`src/rtl/decodificador_particao.sv`:
```
// Maps an absolute address to its owning process index and partition-local address.
// Iterative subtract-and-count decode with a Start/Pronto handshake.
module decodificador_particao #(
  parameter int LARGURA       = 32,
  parameter int TAM_PARTICAO  = 150,
  parameter int NUM_PARTICOES = 14
) (
  input  logic               Clock,
  input  logic               Reset,
  input  logic               Start,
  input  logic [LARGURA-1:0] Endereco_Absoluto,
  output logic               Ocupado,
  output logic               Pronto,
  output logic [3:0]         Indice_Processo,
  output logic [LARGURA-1:0] Endereco_Local,
  output logic               Fora_Limite
);

  // state    | meaning
  // OCIOSO   | idle, accepts Start
  // CALC     | subtracting one partition size per cycle
  // FIM_ERRO | address beyond last partition, report error next edge
  typedef enum logic [1:0] {OCIOSO, CALC, FIM_ERRO} estado_t;

  localparam logic [LARGURA-1:0] TAM    = LARGURA'(TAM_PARTICAO);
  localparam logic [LARGURA-1:0] LIMITE = LARGURA'(NUM_PARTICOES * TAM_PARTICAO);

  estado_t            estado, estado_n;
  logic [LARGURA-1:0] resto, resto_n;
  logic [3:0]         cont, cont_n;
  logic               pronto_n;
  logic [3:0]         indice_n;
  logic [LARGURA-1:0] local_n;
  logic               fora_n;

  always_ff @(posedge Clock) begin
    if (Reset) begin
      estado          <= OCIOSO;
      resto           <= '0;
      cont            <= '0;
      Pronto          <= 1'b0;
      Indice_Processo <= '0;
      Endereco_Local  <= '0;
      Fora_Limite     <= 1'b0;
    end else begin
      estado          <= estado_n;
      resto           <= resto_n;
      cont            <= cont_n;
      Pronto          <= pronto_n;
      Indice_Processo <= indice_n;
      Endereco_Local  <= local_n;
      Fora_Limite     <= fora_n;
    end
  end

  always_comb begin
    estado_n = estado;
    resto_n  = resto;
    cont_n   = cont;
    pronto_n = 1'b0;
    indice_n = Indice_Processo;
    local_n  = Endereco_Local;
    fora_n   = Fora_Limite;
    case (estado)
      OCIOSO: begin
        if (Start) begin
          resto_n  = Endereco_Absoluto;
          cont_n   = '0;
          estado_n = (Endereco_Absoluto >= LIMITE) ? FIM_ERRO : CALC;
        end
      end
      CALC: begin
        if (resto < TAM) begin
          indice_n = cont;
          local_n  = resto;
          fora_n   = 1'b0;
          pronto_n = 1'b1;
          estado_n = OCIOSO;
        end else begin
          resto_n = resto - TAM;
          cont_n  = cont + 4'd1;
        end
      end
      FIM_ERRO: begin
        indice_n = 4'hF;
        local_n  = '0;
        fora_n   = 1'b1;
        pronto_n = 1'b1;
        estado_n = OCIOSO;
      end
      default: estado_n = OCIOSO;
    endcase
  end

  assign Ocupado = (estado != OCIOSO);

endmodule

```
`config.mk`:
```
export PLATFORM = sky130hd
export DESIGN_NAME = decodificador_particao
export DESIGN_NICKNAME = d
export VERILOG_FILES = /design/src/rtl/decodificador_particao.sv
export SDC_FILE = /design/constraint.sdc
export NUM_CORES = 1
export LEC_CHECK = 0
export ABC_AREA = 1
export BUFFER_PORTS_ARGS = -buffer_cell sky130_fd_sc_hd__clkbuf_2
export CORE_MARGIN = 4
export CORE_UTILIZATION = 35
export DETAILED_ROUTE_END_ITERATION = 10
export PLACE_DENSITY = 0.65
export SYNTH_ARGS = -nofsm -noshare
export SYNTH_HDL_FRONTEND = slang
export SYNTH_SLANG_ARGS = --single-unit
```
`constraint.sdc`:
```
create_clock -name Clock -period 2.2 [get_ports Clock]
set_input_delay 0.44 -clock Clock [delete_from_list [all_inputs] [get_ports Clock]]
set_output_delay 0.44 -clock Clock [all_outputs]
set_load 0.01 [all_outputs]
```
# Word-level counts from Yosys, hierarchy flattened
# Cells that the tools add are included.
[word_totals]
ff_bits = 76
word_cells = 41
[classes]
n_lt_le_gt_ge = 2
eq_ne = 5
n_addsub = 2
n_mux = 18
reduce_logical = 7
[op_table]
columns = ["cell", "n"]
rows = [
  ["32-bit one-hot mux with 2 select lines", 2],
  ["32-bit 2-to-1 mux", 3],
  ["32-bit by 12-bit greater-or-equal comparator with 1-bit output (second input constant)", 1],
  ["32-bit by 8-bit < comparator with 1-bit output (second input constant)", 1],
  ["32-bit by 8-bit subtractor with 32-bit output (second input constant)", 1],
  ["4-bit one-hot mux with 2 select lines", 2],
  ["4-bit 2-to-1 mux", 3],
  ["2-bit 2-to-1 mux", 3],
  ["2-bit != test (second input constant)", 3],
  ["2-bit nonzero test", 3],
  ["4-bit by 1-bit adder with 4-bit output (second input constant)", 1],
  ["1-bit one-hot mux with 2 select lines", 2],
  ["2-bit one-hot mux with 2 select lines", 1],
  ["2-bit AND reduction", 2],
  ["3-bit AND reduction", 1],
  ["2-bit by 1-bit == test with 1-bit output (second input constant)", 1],
  ["2-bit == test (second input constant)", 1],
  ["2-bit logical NOT", 1],
  ["1-bit 2-to-1 mux", 2],
]

# Logic depth before layout (Yosys ltp)
[depth]
word_depth = 4
mapped_depth = 12
depth_no_buf = 12

# Worst setup path before layout
# OpenSTA, ideal clock, no wires.
[synth_timing]
kind = "reg-to-reg"
startpoint = "register estado[1]"
endpoint = "register Endereco_Local[11]"
arrival_ps = 1669
path_stages_with_launch = 11
n_path_buf = 4
setup_time_ps = 131
slack_ps = 400
path_cell_list = "dfxtp_1 -> inv_1 -> ha_1 -> buf_2 -> inv_1 -> clkbuf_1 -> nand2_1 -> nand2_1 -> buf_4 -> buf_6 -> nor3b_1"
[synth_via]
elab_chain_len = 3
[synth_rtl]
columns = ["item", "line_no", "text"]
rows = [
  ["start: declaration", "28", "estado_t estado, estado_n;"],
  ["start signal: assignment", "46", "estado <= estado_n;"],
  ["2-bit by 1-bit == test with 1-bit output or 2-bit == test (tied branches)", "64", "case (estado)"],
  ["2-bit != test (no line) or 2-bit nonzero test (tied branches)", "--", ""],
  ["2-bit AND reduction (no line)", "--", ""],
  ["end signal: assignment", "51", "Endereco_Local <= local_n;"],
  ["end: declaration", "15", "output logic [LARGURA-1:0] Endereco_Local,"],
]
# Parallel ways exist; a longest one is shown, timed or not.
# A chain may end at the register's enable or synchronous reset.

# Final worst setup path
[layout_timing]
startpoint = "register resto[6]"
endpoint = "register resto[6]"
[layout_via]
elab_chain_len = 3
[layout_rtl]
columns = ["item", "line_no", "text"]
rows = [
  ["start: declaration", "29", "logic [LARGURA-1:0] resto, resto_n;"],
  ["start signal: assignment", "47", "resto <= resto_n;"],
  ["32-bit by 8-bit subtractor with 32-bit output or 32-bit by 8-bit < comparator with 1-bit output (tied branches)", "80, 73", ""],
  ["32-bit 2-to-1 mux or 2-bit != test (tied branches)", "--", ""],
  ["32-bit one-hot mux with 2 select lines or 3-bit AND reduction (tied branches)", "--", ""],
]
# Parallel ways exist; a longest one is shown, timed or not. The select of a mux whose other input is x is not followed.

==> flow_summary.ini <==
[critical_path]
r2r_setup_slack_ns = 0.28
critPathMaxFanout = 34
r2r-end = resto[6]
reg2reg_depth = 9
worstPathRequired_ns = 2.43
cp-start-kind = register
timing.rr.start = resto[6]
crit_type = register to register
cp.arrival_ns = 2.15
worst_setup_path_end_kind = register

[route]
first_pass_iters = 5
viasPerCell = 4.870
route.detailed.drc = 0
initialDrtViolationCount = 252
routedWlPerCell_um = 13.60
ant_nets = 0
vias = 4217
routed_wl_um = 11780

[clocking]
cts_setup_buffers = 0
cts_tree = done
cts-resized-gates = 0
path_clk_slew_ns = 0.06
htreeDepth = 3
insertion_delay_ns = 0.34
cts.path.max_buffers = 2
cts_hold_buf = 0
root_buffer = clkbuf_16
cts-buffers-inserted = 9
clock-sinks = 76

[timing]
fmax_ghz = 0.5219
hold_viol_final = 0
drv_slew = 0
rsz0062_at_grt = false
relSlewSlack_pct = 62.53
tightestPinTransition_ns = 0.5615
fin_worst_skew_ns = 0.007109
period_minus_slack_ns = 1.916
whs_ns = 0.3994
fin_setup_tns_ns = 0
setup_viol = 0
fin_crit_sh_pct = 87.09

[synthesis]
synthArstFlopShare_pct = 0
syn_area_mm2 = 0.004144
synth_cell_types = 30
ys_ff_latch = 76
synth_ff_type = dfxtp_1
synth_edf_count = 0
synth_nets = 688
ys_seq_area_share_pct = 36.71
syn-mean-instance-area_um2 = 6.405
synthCells = 647
synth_warnings = 0

[floorplan]
die_area_mm2 = 0.01364
core_mm2 = 0.01152
die_w_um = 116.8
io_pins = 74
rows = 39
start_util_pct = 35.98
die_h_um = 116.8

[cells_and_area]
final_common_cell = nand2_1
antenna_cells = 0
final_cell_mix = 192 x nand2_1, 100 x nor2_1, 76 x dfxtp_1
nNetsFinal = 759
fin_area_mm2 = 0.004959
area_growth_pct = 19.66
final_cells = 866
drive_gt1_share_pct = 16.87

[hold_path]
hold_path.startpoint = Endereco_Absoluto[0]
hp-class = input pin to register
hold_path_depth = 3
min_delay_worst_endpoint = resto[0]

[pwr]
vdd_ir_drop_max_mv = 0.5540
leakagePower_nw = 2.340
power_density_mw_per_mm2 = 1118

[global_routing]
antenna_found_initial = 0
grt_pass1_vias = 3997
grt.overflow.total = 0
grt_max_degree = 35
grt_first_pass_wirelength_um = 19380
track_usage_pct = 18.03

[placement]
port_buffers = 73
dpl_cell_area_mm2 = 0.004649
dpl.hpwl_um = 8648
placed_cells = 850
gp_congestion = 0.9320

[outcome]
status = finished, final reports clean

[run]
cap_violations = 0
## state kept, by name, summed over array words and instances (netlist names)
signal	flops
Endereco_Local	32
resto	32
Indice_Processo	4
cont	4
estado	2
Fora_Limite	1
Pronto	1
## routing by layer
layer | vias to the layer above | routed length, um | GRT usage (%)
li1 | 2215 | - | -
met1 | 1882 | 5458 | 22.48
met2 | 105 | 5447 | 30.49
met3 | 15 | 673 | 4.679
met4 | 0 | 197 | 5.734
met5 | - | 0 | 0
## logic make-up (layout without fill, tap and decap cells)
logic type	count (synthesis)	in the layout	synth area share, %
and+or+nand+nor	401	401	42.69
buffers and inverters	85	161	8.726
DFF	76	76	36.71
AOI/OAI and AO/OA	77	77	9.632
adders and majority gates	6	6	1.812
xor gates and xnor gates	2	2	0.4228
## worst max path at each step
stage | from | to | slack (ns) | cells past startpoint
3_5_place_dp | estado[1] | Endereco_Local[17] | 0.30 | 8
2_1_floorplan | estado[1] | Endereco_Local[11] | 0.40 | 10
3_3_place_gp | estado[1] | Indice_Processo[2] | 0.35 | 9
6_report | resto[6] | resto[6] | 0.28 | 9
5_1_grt | estado[1] | Endereco_Local[17] | 0.008 | 8
4_1_cts | estado[1] | Endereco_Local[17] | 0.29 | 8
## layout make-up
type | instances | area [um2]
tap | 143 | 178.9
fill | 1245 | 6558
clock inverter | 6 | 70.07
sequential | 76 | 1521
timing repair buffer | 87 | 470.5
inverter | 58 | 217.7
multi-input combinational | 486 | 2261
clock buffer | 10 | 239.0
## metrics by stage
| step | worst slack, ns | util, % | power, mW |
|---|---|---|---|
| final | 0.2840 | 43.06 | 5.542 |
| after CTS | 0.2902 | 43.06 | 5.579 |
| after floorplan | 0.3999 | - | 3.448 |
| after detailed placement | 0.3029 | 40.37 | 4.016 |
| after global placement | 0.3508 | 40.37 | 4.020 |
| after global routing | 0.008233 | 43.06 | 5.983 |
## worst max-delay path, stage by stage (launching register included)
cell	delay [ns]
dfxtp_1	0.46
inv_2	0.06
nand2_1	0.06
nand2_1	0.12
nand2_2	0.13
nor2_2	0.06
nand3_4	0.13
nand3_4	0.39
nor3b_1	0.32
nor2_1	0.06
## cells in the mapped netlist, types with 4 or more instances
master | count | share of area, %
buf_2 | 4 | 0.48
ha_1 | 6 | 1.8
o21ai_1 | 8 | 0.97
nand2_1 | 192 | 17
clkbuf_1 | 13 | 1.2
nor2_1 | 100 | 9.1
buf_4 | 6 | 1.1
a21oi_1 | 42 | 5.1
inv_2 | 4 | 0.36
inv_1 | 54 | 4.9
nand3_1 | 58 | 7.0
o21ai_0 | 21 | 2.5
dfxtp_1 | 76 | 37
nand4_1 | 7 | 1.1
nor3b_1 | 25 | 4.5
## report_power, final
group          switching (mW)  internal, mW
clock network           0.622         0.917
logic                    1.53         0.704
registers               0.200          1.57
Note: power is estimated with default switching activity, not from simulation.
